==> src/rtl/rreg_hold_mux.sv <==
// N-channel registered read-back mux: synchronised selects, priority capture, hold-until-release, one-shot ack.
// Optional feature macro: COLLISION_DETECT_EN (sticky multi-select flag).
module rreg_hold_mux #(
    parameter int              WIDTH       = 8,
    parameter int              CHANNELS    = 4,
    parameter int              SYNC_STAGES = 2,
    parameter logic [WIDTH-1:0] IDLE_FILL  = '0,
    localparam int             CW          = (CHANNELS > 1) ? $clog2(CHANNELS) : 1
) (
    input  logic                      clk,
    input  logic                      reset,
    input  logic [CHANNELS-1:0]       sel,
    input  logic [CHANNELS*WIDTH-1:0] d,
    output logic [WIDTH-1:0]          o,
    output logic                      valid,
    output logic [CW-1:0]             active_ch,
    output logic [CHANNELS-1:0]       ack,
    input  logic                      clr_collision,
    output logic                      collision,
    output logic [1:0]                o_dbg_state
);

    typedef enum logic [1:0] {
        ST_IDLE = 2'd0,
        ST_HOLD = 2'd1,
        ST_GAP  = 2'd2
    } state_t;

    state_t                               r_state;
    logic [SYNC_STAGES-1:0][CHANNELS-1:0] r_sync;
    logic [WIDTH-1:0]                     r_o;
    logic                                 r_valid;
    logic [CW-1:0]                        r_ch;
    logic [CHANNELS-1:0]                  r_ack;

    logic [CHANNELS-1:0]                  w_s;
    logic                                 w_any;
    logic [CW-1:0]                        w_idx;
    logic [WIDTH-1:0]                     w_data;
    logic [CHANNELS-1:0]                  w_onehot;

    assign w_s      = r_sync[SYNC_STAGES-1];
    assign w_any    = |w_s;
    // Isolate the lowest set select bit: that channel wins arbitration.
    assign w_onehot = w_s & (~w_s + CHANNELS'(1));

    always_comb begin
        w_idx  = '0;
        w_data = IDLE_FILL;
        for (int i = CHANNELS - 1; i >= 0; i--) begin
            if (w_s[i]) begin
                w_idx  = CW'(i);
                w_data = d[i*WIDTH +: WIDTH];
            end
        end
    end

    always_ff @(posedge clk) begin
        if (reset) begin
            r_sync  <= '0;
            r_state <= ST_IDLE;
            r_o     <= IDLE_FILL;
            r_valid <= 1'b0;
            r_ch    <= '0;
            r_ack   <= '0;
        end else begin
            r_sync[0] <= sel;
            for (int k = 1; k < SYNC_STAGES; k++) begin
                r_sync[k] <= r_sync[k-1];
            end
            r_ack <= '0;
            case (r_state)
                ST_IDLE: begin
                    r_o     <= IDLE_FILL;
                    r_valid <= 1'b0;
                    if (w_any) begin
                        r_o     <= w_data;
                        r_ch    <= w_idx;
                        r_valid <= 1'b1;
                        r_ack   <= w_onehot;
                        r_state <= ST_HOLD;
                    end
                end
                ST_HOLD: begin
                    // Only the captured channel's select can release the hold.
                    if (!w_s[r_ch]) begin
                        r_o     <= IDLE_FILL;
                        r_valid <= 1'b0;
                        r_state <= ST_GAP;
                    end
                end
                ST_GAP: begin
                    r_o     <= IDLE_FILL;
                    r_valid <= 1'b0;
                    r_state <= ST_IDLE;
                end
                default: begin
                    r_o     <= IDLE_FILL;
                    r_valid <= 1'b0;
                    r_state <= ST_IDLE;
                end
            endcase
        end
    end

    assign o           = r_o;
    assign valid       = r_valid;
    assign active_ch   = r_ch;
    assign ack         = r_ack;
    assign o_dbg_state = r_state;

`ifdef COLLISION_DETECT_EN
    logic r_coll;
    logic w_multi;

    // More than one bit set <=> clearing the lowest set bit leaves something.
    assign w_multi = (w_s & (w_s - CHANNELS'(1))) != '0;

    always_ff @(posedge clk) begin
        if (reset) begin
            r_coll <= 1'b0;
        end else if (w_multi) begin
            r_coll <= 1'b1;
        end else if (clr_collision) begin
            r_coll <= 1'b0;
        end
    end

    assign collision = r_coll;
`else
    logic w_unused_clr;
    assign w_unused_clr = clr_collision;
    assign collision    = 1'b0;
`endif

endmodule

==> config.mk <==
export PLATFORM = sky130hd
export DESIGN_NAME = rreg_hold_mux
export DESIGN_NICKNAME = d
export VERILOG_FILES = /design/src/rtl/rreg_hold_mux.sv
export SDC_FILE = /design/constraint.sdc
export NUM_CORES = 1
export LEC_CHECK = 0
export BUFFER_PORTS_ARGS = -buffer_cell sky130_fd_sc_hd__buf_2
export CORE_UTILIZATION = 40
export DETAILED_ROUTE_END_ITERATION = 10
export PLACE_DENSITY_LB_ADDON = 0.1
export SLEW_MARGIN = 20
export SYNTH_ARGS = -nofsm -noshare
export SYNTH_HDL_FRONTEND = slang
export SYNTH_SLANG_ARGS = --single-unit
==> constraint.sdc <==
create_clock -name clk -period 1.6 [get_ports clk]
set_input_delay 0.24 -clock clk [delete_from_list [all_inputs] [get_ports clk]]
set_output_delay 0.24 -clock clk [all_outputs]
set_load 0.01 [all_outputs]
==> results_dict.tcl <==
set metrics [dict create \
    maxCapViolations 0 \
    synth_cells 104 \
    grt_start_max_net_pins 15 \
    core_area_um2 2477 \
    crit_required_ns 1.84 \
    synth_seq_area_share_pct 47.51 \
    avgSynthCellArea_um2 10.13 \
    setup-tns-final_ns 0 \
    ant_nets 0 \
    dr_total_vias 973 \
    clk_pin_slew_ns 0.14 \
    initial_core_util_pct 42.53 \
    cpMaxStageDelayCell "mux4_2" \
    worstSetupPathType "reg2reg" \
    overflow 0 \
    ys.flop_type "dfxtp_1" \
    viasPerCell 5.094 \
    cts_sinks 25 \
    syn_nets 143 \
    drive_above_1_share_pct 49.07 \
    worst-endpoint-arrival_ns 1.72 \
    grt_pass1_vias 826 \
    postCtsSetupBuffers 0 \
    synthDistinctLibCells 31 \
    slew_violations 0 \
    synth_commonest_cells "dfxtp_1 (25), nand2_1 (11), nor2b_1 (9)" \
    diodes 0 \
    cts_tree "done" \
    cpPeakStageDelay_ns 0.56 \
    die_w_um 53.32 \
    cts_buffer_depth 2 \
    cp_num_buf_inv 0 \
    vdd.ir_drop.worst_mv 0.4979 \
    period_share_pct 92.62 \
    cp_max_fo 5 \
    drc 0 \
    htree_num_levels 1 \
    hp-class "in2reg" \
    dr.first_iter.drc_count 4 \
    path_delay_family "multiplexers" \
    cts_resized 0 \
    setup_viol 0 \
    outcome "completed" \
    synth_area_um2 1054 \
    track_usage_pct 18.51 \
    ys_seq_elements 25 \
    place.gp.congestion 0.8161 \
    yosys_warnings 0 \
    path_cells "mux4_2 > nor3b_2 > or2_1" \
    timing.fmax_mhz 674.8 \
    cts_hold_buf 0 \
    endpoint_kind "flop" \
    p_leak_nw 0.6167 \
    timing.hold.ws_ns 0.1057 \
    finalHoldViolations 0 \
    finalWorstPathRequiredPeriod_ns 1.482 \
    synth_edf_count 0 \
    die-area_um2 2843 \
    yosys.area.top_type "dfxtp_1" \
    ys_async_sr_fraction_pct 0 \
    io_buffers 54 \
    skew_ns 0.005425 \
    wl_per_cell_um 13.25 \
    yosysMostFrequentCell "dfxtp_1" \
    dp_hpwl_mm 1.839 \
    ioPinCount 57 \
    grt_pass1_wl_mm 3.684 \
    p_per_area_nw_per_um2 839.6 \
    clock_latency_ns 0.33 \
    rsz0062_at_grt "no" \
    antenna_found_initial 0 \
    first_pass_iters 4 \
    fp-row-count 18 \
    drt_wl_total_mm 2.531 \
    fin_nets 201 \
    synthToLayoutAreaGrowth_pct 33.14 \
    die_y_um 53.32 \
    cts-root-buf "clkbuf_4" \
    synth_area_leaders "dfxtp_1 (48%), o221ai_2 (8.6%), a221oi_1 (6.7%)" \
    cp-start-kind "flop" \
    yosysTopAreaCellShare_pct 47.51 \
    cts_made_buffers 3 \
]
## worst register-to-register path: cells and delay by family, from the launching register on
family / cells / cell delay (ns)
flops: 1 / 0.38
simple gates: 2 / 0.46
mux: 1 / 0.56
## logic make-up after synthesis
kind of cell    Yosys count  share of synthesized area (%)
other cells               1                         0.3560
flops                    25                          47.51
mux                       1                          2.138
compound gates           30                          26.25
simple gates             36                          18.65
buf+inv                  11                          5.107
## sequential cells by signal (all words and copies together) (netlist names)
register and cells:
active_ch 2, ack 4, o_dbg_state 2, r_sync 4, valid 1, o 8
w_s 4
## layer usage
layer | share of wire, % | track usage (%)
met4 | 2.2 | 10.96
met3 | 7.3 | 4.023
met2 | 48 | 31.87
met5 | 0 | 0
met1 | 43 | 20.45
## path summary, 6_finish.rpt
| path | startpoint | end | slack (ns) | cells past startpoint |
|---|---|---|---|---|
| setup / recovery | active_ch[1] | o_dbg_state[0] | 0.12 | 3 |
| hold reg to reg | valid | valid | 0.45 | 2 |
| hold / removal | sel[0] | r_sync[0] | 0.11 | 2 |
| setup reg to reg | active_ch[1] | o_dbg_state[0] | 0.12 | 3 |
## cells in the final DEF (no fill, tap or decap), drive strengths merged
| cell | count |
|---|---|
| o211ai | 1 |
| o221ai | 7 |
| conb | 1 |
| nand2b | 2 |
| inv | 4 |
| clkinv | 1 |
| a221oi | 8 |
| or2 | 2 |
| mux4 | 1 |
| nor2b | 9 |
| nor3b | 2 |
| dfxtp | 25 |
| and3 | 1 |
| nand2 | 11 |
| o22a | 1 |
| clkbuf | 3 |
| nor2 | 7 |
| a2111oi | 1 |
| a21oi | 1 |
| a211oi | 1 |
| o21ai | 9 |
| nor3 | 3 |
| a31oi | 1 |
| buf | 59 |
## stage by stage
step / power (W) / instances / util (%) / worst slack (ns) / cell area [µm²]
6_report: 0.001178 / 191 / 56.62 / 0.1181 / 1403
5_1_grt: 0.001234 / 191 / 56.62 / 0.01437 / 1403
4_1_cts: 0.001185 / 190 / 56.01 / 0.08618 / 1388
3_5_place_dp: 0.0008959 / 186 / 54.90 / 0.1120 / 1360
3_3_place_gp: 0.0008908 / 186 / 54.90 / 0.1466 / 1360
2_1_floorplan: 0.0008030 / 104 / - / 0.1617 / 1054
## cell type report
type,instances,area [µm²]
timing repair buffer,59,307.8
multi-input combinational,69,511.7
clock inverter,1,5.005
sequential,25,503.0
fill,233,1075
inverter,4,15.01
clock buffer,3,22.52
tap,30,37.54
## report_power, final
part           total, W  internal (W)  switching (W)
clock network  0.000294     0.0000939       0.000200
logic          0.000208      0.000104       0.000104
registers      0.000676      0.000653      0.0000222
total           0.00118      0.000852       0.000326
Note: power is estimated with default switching activity, not from simulation.
